File: src/rtl/id_stage_if.sv
// IF/WB-facing inputs and ID/EX-facing outputs of the decode stage.
// The decode stage is the slave. The surrounding pipeline, or a bench, is the master.
interface id_stage_if;
    logic        valid_if;
    logic [31:0] IR_if;
    logic [31:0] NPC_if;
    logic        stall_in;
    logic        flush;
    logic        wb_en;
    logic [4:0]  wb_addr;
    logic [31:0] wb_data;

    logic [31:0] A;
    logic [31:0] B;
    logic [31:0] Imm;
    logic [31:0] NPC_id;
    logic [31:0] IR_id;
    logic        valid_id;
    logic [4:0]  dst_id;
    logic        we_id;
    logic        halted;
    logic        stall_if;

    modport master (
        output valid_if, IR_if, NPC_if, stall_in, flush, wb_en, wb_addr, wb_data,
        input  A, B, Imm, NPC_id, IR_id, valid_id, dst_id, we_id, halted, stall_if
    );

    modport slave (
        input  valid_if, IR_if, NPC_if, stall_in, flush, wb_en, wb_addr, wb_data,
        output A, B, Imm, NPC_id, IR_id, valid_id, dst_id, we_id, halted, stall_if
    );
endinterface

File: src/rtl/id_stage.sv
// MIPS32-style instruction decode stage: register file with WB bypass, decode,
// load-use hazard detection and the ID/EX pipeline register.
module id_stage #(
    parameter logic [31:0] NOP_IR = 32'h0000_0000,
    parameter logic [5:0]  HLT_OP = 6'b111111
) (
    input logic clk,
    input logic rst,
    id_stage_if.slave bus
);
    localparam logic [5:0] OP_LW    = 6'b111000;
    localparam logic [5:0] OP_SW    = 6'b111001;
    localparam logic [5:0] OP_BEQZ  = 6'b110100;
    localparam logic [5:0] OP_BNEQZ = 6'b110101;

    typedef enum logic [2:0] {
        C_RR, C_RIMM, C_LW, C_SW, C_BR, C_HLT, C_UND
    } op_class_e;

    typedef enum logic {S_RUN, S_HALT} state_e;

    state_e      state;
    op_class_e   cls;
    logic [5:0]  opcode;
    logic [4:0]  rs, rt, rd;
    logic [4:0]  dec_dst;
    logic        dec_we;
    logic        rt_src;
    logic [31:0] rd_a, rd_b;
    logic        lu;
    logic        capture;
    logic        bubble;
    logic [31:0] rf [32];

    assign opcode = bus.IR_if[31:26];
    assign rs     = bus.IR_if[25:21];
    assign rt     = bus.IR_if[20:16];
    assign rd     = bus.IR_if[15:11];

    // NOTE: every signal written in an always_comb gets a default first, so no path can infer a latch.
    always_comb begin
        cls = C_UND;
        case (opcode)
            OP_LW:           cls = C_LW;
            OP_SW:           cls = C_SW;
            OP_BEQZ, OP_BNEQZ: cls = C_BR;
            HLT_OP:          cls = C_HLT;
            default:         if (!opcode[5]) cls = opcode[4] ? C_RIMM : C_RR;
        endcase
    end

    always_comb begin
        dec_dst = 5'd0;
        dec_we  = 1'b0;
        case (cls)
            C_RR: begin
                dec_dst = rd;
                dec_we  = 1'b1;
            end
            C_RIMM, C_LW: begin
                dec_dst = rt;
                dec_we  = 1'b1;
            end
            default: begin
                dec_dst = 5'd0;
                dec_we  = 1'b0;
            end
        endcase
    end

    assign rt_src = (cls == C_RR) || (cls == C_SW);

    // The WB value written on this edge must also be the operand that ID/EX captures.
    always_comb begin
        rd_a = (rs == 5'd0) ? 32'd0 : rf[rs];
        rd_b = (rt == 5'd0) ? 32'd0 : rf[rt];
        if (bus.wb_en && bus.wb_addr != 5'd0 && bus.wb_addr == rs) rd_a = bus.wb_data;
        if (bus.wb_en && bus.wb_addr != 5'd0 && bus.wb_addr == rt) rd_b = bus.wb_data;
    end

    assign lu = bus.valid_id && (bus.IR_id[31:26] == OP_LW) && (bus.dst_id != 5'd0)
             && bus.valid_if
             && ((bus.dst_id == rs) || (rt_src && bus.dst_id == rt));

    assign capture = !bus.flush && !bus.stall_in && (state == S_RUN) && !lu && bus.valid_if;
    assign bubble  = bus.flush || (!bus.stall_in && !capture);

    assign bus.stall_if = bus.stall_in || lu || (state == S_HALT);
    assign bus.halted   = (state == S_HALT);

    // NOTE: this memory is reset on purpose, because software relies on every register starting at zero.
    always_ff @(posedge clk or posedge rst) begin
        if (rst) begin
            for (int i = 0; i < 32; i++) rf[i] <= 32'd0;
        end else if (bus.wb_en && bus.wb_addr != 5'd0) begin
            rf[bus.wb_addr] <= bus.wb_data;
        end
    end

    // NOTE: pipeline state uses non-blocking assignments, so each flop samples pre-edge values.
    always_ff @(posedge clk or posedge rst) begin
        if (rst) begin
            state        <= S_RUN;
            bus.A        <= 32'd0;
            bus.B        <= 32'd0;
            bus.Imm      <= 32'd0;
            bus.NPC_id   <= 32'd0;
            bus.IR_id    <= NOP_IR;
            bus.valid_id <= 1'b0;
            bus.dst_id   <= 5'd0;
            bus.we_id    <= 1'b0;
        end else if (capture) begin
            bus.A        <= rd_a;
            bus.B        <= rd_b;
            bus.Imm      <= {{16{bus.IR_if[15]}}, bus.IR_if[15:0]};
            bus.NPC_id   <= bus.NPC_if;
            bus.IR_id    <= bus.IR_if;
            bus.valid_id <= 1'b1;
            bus.dst_id   <= dec_dst;
            bus.we_id    <= dec_we;
            if (cls == C_HLT) state <= S_HALT;
        end else if (bubble) begin
            bus.A        <= 32'd0;
            bus.B        <= 32'd0;
            bus.Imm      <= 32'd0;
            bus.NPC_id   <= 32'd0;
            bus.IR_id    <= NOP_IR;
            bus.valid_id <= 1'b0;
            bus.dst_id   <= 5'd0;
            bus.we_id    <= 1'b0;
        end
    end
endmodule

File: src/flat_wrapper.sv
// flat-port wrapper written by rule: the top's interface ports become plain ports
module id_stage_flat 
#(
    parameter logic [31:0] NOP_IR = 32'h0000_0000,
    parameter logic [5:0]  HLT_OP = 6'b111111
)
  (clk, rst, bus_valid_if, bus_IR_if, bus_NPC_if, bus_stall_in, bus_flush, bus_wb_en, bus_wb_addr, bus_wb_data, bus_A, bus_B, bus_Imm, bus_NPC_id, bus_IR_id, bus_valid_id, bus_dst_id, bus_we_id, bus_halted, bus_stall_if);
  id_stage_if bus_i ();
  input logic clk;
  input logic rst;
  input wire logic [$bits(bus_i.valid_if)-1:0] bus_valid_if;
  input wire logic [$bits(bus_i.IR_if)-1:0] bus_IR_if;
  input wire logic [$bits(bus_i.NPC_if)-1:0] bus_NPC_if;
  input wire logic [$bits(bus_i.stall_in)-1:0] bus_stall_in;
  input wire logic [$bits(bus_i.flush)-1:0] bus_flush;
  input wire logic [$bits(bus_i.wb_en)-1:0] bus_wb_en;
  input wire logic [$bits(bus_i.wb_addr)-1:0] bus_wb_addr;
  input wire logic [$bits(bus_i.wb_data)-1:0] bus_wb_data;
  output wire logic [$bits(bus_i.A)-1:0] bus_A;
  output wire logic [$bits(bus_i.B)-1:0] bus_B;
  output wire logic [$bits(bus_i.Imm)-1:0] bus_Imm;
  output wire logic [$bits(bus_i.NPC_id)-1:0] bus_NPC_id;
  output wire logic [$bits(bus_i.IR_id)-1:0] bus_IR_id;
  output wire logic [$bits(bus_i.valid_id)-1:0] bus_valid_id;
  output wire logic [$bits(bus_i.dst_id)-1:0] bus_dst_id;
  output wire logic [$bits(bus_i.we_id)-1:0] bus_we_id;
  output wire logic [$bits(bus_i.halted)-1:0] bus_halted;
  output wire logic [$bits(bus_i.stall_if)-1:0] bus_stall_if;
  assign bus_i.valid_if = bus_valid_if;
  assign bus_i.IR_if = bus_IR_if;
  assign bus_i.NPC_if = bus_NPC_if;
  assign bus_i.stall_in = bus_stall_in;
  assign bus_i.flush = bus_flush;
  assign bus_i.wb_en = bus_wb_en;
  assign bus_i.wb_addr = bus_wb_addr;
  assign bus_i.wb_data = bus_wb_data;
  assign bus_A = bus_i.A;
  assign bus_B = bus_i.B;
  assign bus_Imm = bus_i.Imm;
  assign bus_NPC_id = bus_i.NPC_id;
  assign bus_IR_id = bus_i.IR_id;
  assign bus_valid_id = bus_i.valid_id;
  assign bus_dst_id = bus_i.dst_id;
  assign bus_we_id = bus_i.we_id;
  assign bus_halted = bus_i.halted;
  assign bus_stall_if = bus_i.stall_if;
  id_stage #(.NOP_IR(NOP_IR), .HLT_OP(HLT_OP)) u_core (.clk(clk), .rst(rst), .bus(bus_i));
endmodule
File: config.mk
export PLATFORM = sky130hd
export DESIGN_NAME = id_stage_flat
export DESIGN_NICKNAME = d
export VERILOG_FILES = /design/src/rtl/id_stage_if.sv /design/src/rtl/id_stage.sv /design/src/flat_wrapper.sv
export SDC_FILE = /design/constraint.sdc
export NUM_CORES = 2
export LEC_CHECK = 0
export BUFFER_PORTS_ARGS = -buffer_cell sky130_fd_sc_hd__clkbuf_2
export CORE_ASPECT_RATIO = 0.9
export CORE_MARGIN = 3
export CORE_UTILIZATION = 55
export DETAILED_ROUTE_END_ITERATION = 8
export PLACE_DENSITY = 0.77
export SYNTH_ARGS = -nofsm -noshare
export SYNTH_HDL_FRONTEND = slang
export SYNTH_SLANG_ARGS = --single-unit
File: constraint.sdc
create_clock -name clk -period 81.3 [get_ports clk]
set_input_delay 4.065 -clock clk [delete_from_list [all_inputs] [get_ports clk]]
set_output_delay 4.065 -clock clk [all_outputs]
set_load 0.005 [all_outputs]
After elaboration in Yosys (flattened, before gate mapping). Cells that the tools add are included.

$lt $le $gt $ge: 4. Reductions and logical operators: 33. Muxes and demuxes: 29. Bitwise logic cells: 4. Equality and inequality tests: 14.

Operators with widths (number): $bwmux W1024 (1); $mux W32 (15); $bmux W32 S5 (2); $demux W32 S5 (1); $eq A6 B6 Y1 const B (6); $eq A5 B5 Y1 (4); $ge A6 B6 Y1 const B (3); $not A5 Y6 (3); $logic_and A1 B1 Y1 (14); $pmux W3 S4 (1); $logic_not A5 Y1 (2); $mux W5 (2); $pmux W5 S2 (1); $reduce_bool A5 Y1 (2); $eq A3 B2 Y1 const B (2); $lt A6 B1 Y1 const B (1); $logic_or A1 B1 Y1 (5); $mux W1 (5); $logic_not A1 Y1 (4); $reduce_or A2 Y1 (2); $eq A3 B1 Y1 const B (1); $eq A3 B3 Y1 const B (1); $logic_not A3 Y1 (1); $mux W3 (1); 4 further kinds (4).

Logic and storage cells: 125. Register bits after elaboration: 1192. Output and inout bits: 169.

Depth between registers and ports, before layout.
Depth in word-level cells: 16. Depth in mapped cells: 11. Depth with buffers taken out: 6.

Worst setup path before layout. OpenSTA, ideal clock, no wires.

Path kind: input port to output port. Start: input bus_IR_if[16]. End: output bus_stall_if. Arrival time: 5.504 ns. Setup slack: 71.731 ns. Path buffers: 1. Stages: 6. Path through: clkbuf_1 xor2_1 nor3_1 nand4_1 nor3_1 or2_2.

Word-level cells in the longest chain between the ends: 6.

Ends and longest elaborated chain: from (decl) (line flat_wrapper.sv:12) `input wire logic [$bits(bus_i.IR_if)-1:0] bus_IR_if;`; $eq A5 B5 Y1 (line id_stage.sv:83) `&& ((bus.dst_id == rs) || (rt_src && bus.dst_id == rt));`; $logic_and A1 B1 Y1 (line id_stage.sv:83); $logic_or A1 B1 Y1 (line id_stage.sv:83); $logic_and A1 B1 Y1 (line id_stage.sv:83); $logic_or A1 B1 Y1 (2 in a row) (line id_stage.sv:88) `assign bus.stall_if = bus.stall_in || lu || (state == S_HALT);`; to (decl) (line flat_wrapper.sv:28) `output wire logic [$bits(bus_i.stall_if)-1:0] bus_stall_if;`.

Every way passes these cells.

Worst setup path in the final report. Same ends and word-level chain as after synthesis.

==> summary.md <==
| Metric | Value |
|---|---|
| First-pass GRT wire length | `280,800 µm` |
| Worst VDD drop | `0.02424 mV` |
| Period utilization | `0.1305` |
| CTS buffer count | `116` |
| Postcts setup bufs | `0` |
| Hpwl dp | `103,800 µm` |
| Fin. Hold Viols | `0` |
| Residual DRC | `0` |
| Critical Path Slowest Stage Cell | `nor3_1` |
| Initial DRC count | `5,670` |
| Cts-stage hold buffer count | `0` |
| Vias in the first global route | `40,804` |
| Area of the mapped netlist | `59,280 µm²` |
| CP Depth | `7` |
| Worst path cell trace | `buf_8 -> xor2_1 -> nor3_1 -> nand4_1 -> nor3_1 -> or2_2 -> clkbuf_2` |
| CP max FO | `50` |
| PortBufs | `275` |
| Share of cells above drive strength 1 | `0.4311` |
| Hold path cells | `0` |
| Clk slew on worst S/H paths | `0.06 ns` |
| YS warnings | `0` |
| Most frequent cells in the layout | `dfrtp_1, mux2_2, mux4_2, clkbuf_2, mux2i_1` |
| WL/cell | `34.54 µm` |
| FF-to-FF path depth | `7` |
| Synth Net Count | `4,156` |
| Post-Synthesis Mean Instance Area | `14.64 µm²` |
| Largest net degree at the start of global routing | `177` |
| Design Power | `1.604 mW` |
| Crit path time final | `10.61 ns` |
| Placed instance area | `61,330 µm²` |
| Most common cell after layout, fill and taps aside | `dfrtp_1` |
| Max cap viols | `0` |
| Initial Utilization | `0.5583` |
| Post-DRT Antenna Nets | `0` |
| Multi-input gate area | `28,330 µm²` |
| Req. time, crit path | `77.23 ns` |
| Buf/Inv on CP | `2` |
| Cell family with most CP delay | `simple AND/OR/NAND/NOR gates` |
| Synth cell types | `57` |
| Ys flop type | `dfrtp_1` |
| Rows | `113` |
| R2R setup slack | `77.38 ns` |
| GRT Total Usage | `0.3389` |
| F_max | `0.09422 GHz` |
| Die area | `111,800 µm²` |
| WHS | `0.3970 ns` |
| Placer Congestion | `0.9238` |
| Worst setup SP type | `primary input` |
| Outcome | `complete, no violations` |
| Global route overflow | `0` |
| CP endpoint kind | `output port` |
| Maximum clock path buffer count | `3` |
| Post-Layout Cell Count | `5,570` |
| RSZ-0062 raised after global routing | `false` |
| Slew at the pin closest to its max-slew limit | `1.160 ns` |
| Setup TNS | `0 ns` |
| Pins Over Slew Limit | `0` |
| Clk_lat worst skew | `0.72 ns` |
| Post-synth EDFFs | `0` |
| CP most frequent cell | `nor3_1` |
| Syn Inst Count | `4,049` |
| Cell chosen for the clock root | `clkbuf_16` |
| Core area | `106,200 µm²` |
| Worst hold path class | `reg -> reg` |
| Hold-critical path endpoint | `u_core.rf[1009]$_DFFE_PP0P_` |
| Area Growth Syn to Fin | `10.30%` |
| Detailed Routing Iterations Pass 1 | `6` |
| Chip Height | `317.4 µm` |
| Setup violations, final | `0` |
| Max-Slew Margin vs Limit | `0.2263` |
| Async set or reset register ratio after synthesis | `1.000` |
| Seq/Total Area, Yosys | `0.4897` |
| Reg2reg start | `u_core.bus.IR_id[29]$_DFFE_PP0P_` |
| # IOs | `276` |
| H-tree levels | `3` |
| FILL cells | `7,865` |
| Slowest Stage Delay on Critical Path | `0.95 ns` |
| Setup Crit Path Kind | `in -> out` |
| Final instance area | `65,380 µm²` |
| Final Skew | `0.02214 ns` |
| DIE WIDTH | `352.1 µm` |
| HP Start | `u_core.rf[1009]$_DFFE_PP0P_` |
| CTS tree | `built` |
| Leak | `29.22 nW` |
| Antenna violations before repair | `8` |
| Arrival time worst endpoint | `6.55 ns` |
| CTS sink count | `1,160` |
| Vias/cell | `7.351` |
| RR Endpoint | `u_core.bus.B[22]$_DFFE_PP0P_` |
| Cts repair resizes | `0` |
| Placed Cells | `5,343` |
| PwrDens | `24.53 nW/µm²` |
| #FFs+latches synth | `1,160` |
| Fin nets | `4,131` |
| Routed via count | `40,945` |
| Sequential Area | `29,030 µm²` |
| Post-Route WL | `192,400 µm` |
registers in the layout, summed over array words and instances (netlist names):
name and cells:
u_core.bus.halted 1, u_core.bus.valid_id 1, u_core.bus.B 32, u_core.bus.we_id 1, u_core.bus.NPC_id 32, u_core.rf 1024
u_core.bus.dst_id 5, u_core.bus.A 32, u_core.bus.IR_id 32
worst reg2reg max path, stage by stage, from the launching register on:
cell,delay [ns]
dfrtp_1,0.43
nor4bb_1,0.41
o211ai_2,0.27
o41ai_1,0.66
or3b_4,0.61
buf_4,0.81
nor4_1,0.27
a221o_1,0.32
how the worst max path moves through the flow:
stage                     slack [ns]                     endpoint           from
final                          70.69                 bus_stall_if  bus_IR_if[16]
after detailed placement       70.68                 bus_stall_if  bus_IR_if[16]
after CTS                      70.67                 bus_stall_if  bus_IR_if[16]
after floorplan                44.56  u_core.bus.A[0]$_DFFE_PP0P_            rst
after global placement         70.61                 bus_stall_if  bus_IR_if[16]
after global routing           70.52                 bus_stall_if  bus_IR_if[16]
metrics by stage:
step	util	worst slack (ns)
final	0.6158	70.69
after global routing	0.6157	70.52
after CTS	0.6156	70.67
after detailed placement	0.5776	70.68
after global placement	0.5776	70.61
after floorplan	-	44.56
routing by layer:
metal / track usage / up-vias / part of all wire
li1: - / 15776 / -
met1: 0.4762 / 21525 / 0.38
met2: 0.4910 / 3063 / 0.44
met3: 0.1049 / 577 / 0.13
met4: 0.1459 / 4 / 0.049
met5: 0 / - / 0.00014
synthesized netlist by cell type (2+ instances only):
library cell  instances  share of area
buf_1                73         0.0046
xnor2_1               5        0.00074
nor2b_1               5        0.00053
a21oi_1              31         0.0026
or2_2                 2        0.00021
mux2_2              778           0.15
a22o_1              171          0.025
nand4b_1              2        0.00030
inv_1                 3        0.00019
nand3_1               5        0.00042
xor2_1               15         0.0022
a211oi_1             62         0.0079
a2111oi_0            33         0.0049
mux2_1              214          0.041
nand2b_1              2        0.00021
mux2i_1             256          0.043
buf_2                71         0.0060
a22oi_1              59         0.0075
nand2_1              20         0.0013
nand3b_1              9         0.0011
o221ai_1             63         0.0093
nor2_1               25         0.0016
a221o_1              63          0.011
dfrtp_1            1160           0.49
o311ai_1              2        0.00030
nor3b_1               3        0.00038
a211o_1               2        0.00030
nand4_1               5        0.00053
or3_1                 3        0.00032
buf_4                45         0.0057
clkbuf_1            317          0.020
nor3_2                2        0.00034
and2_1                3        0.00032
or3b_1                5        0.00074
o22ai_1              63         0.0066
mux4_2              385           0.15
nor4_1               33         0.0035
nor3_1               35         0.0030
final cells by class:
cell class | count | share of cell area
Sequential cell | 1160 | 0.4440
Multi-Input combinational cell | 2380 | 0.4332
Clock buffer | 162 | 0.05104
Timing Repair Buffer | 363 | 0.03295
Tap cell | 1437 | 0.02750
Clock inverter | 59 | 0.01077
Inverter | 3 | 0.0002871
Antenna cell | 6 | 0.0002296
cell families after synthesis:
family | count (synthesis) | share of synthesized area
flip-flops | 1160 | 0.4897
buffers and inverters | 509 | 0.03658
XOR/XNOR | 20 | 0.002955
AND/OR/NAND/NOR | 169 | 0.01632
multiplexers | 1633 | 0.3780
AO/OA/AOI/OAI | 558 | 0.07649
power breakdown:
group | leakage [nW] | internal, mW | switching (mW) | total, mW
Clock | 1.98 | 0.331 | 0.238 | 0.569
Combinational | 12.2 | 0.164 | 0.120 | 0.284
Sequential | 15.0 | 0.676 | 0.0747 | 0.751
Note: power is estimated with default switching activity, not from simulation.
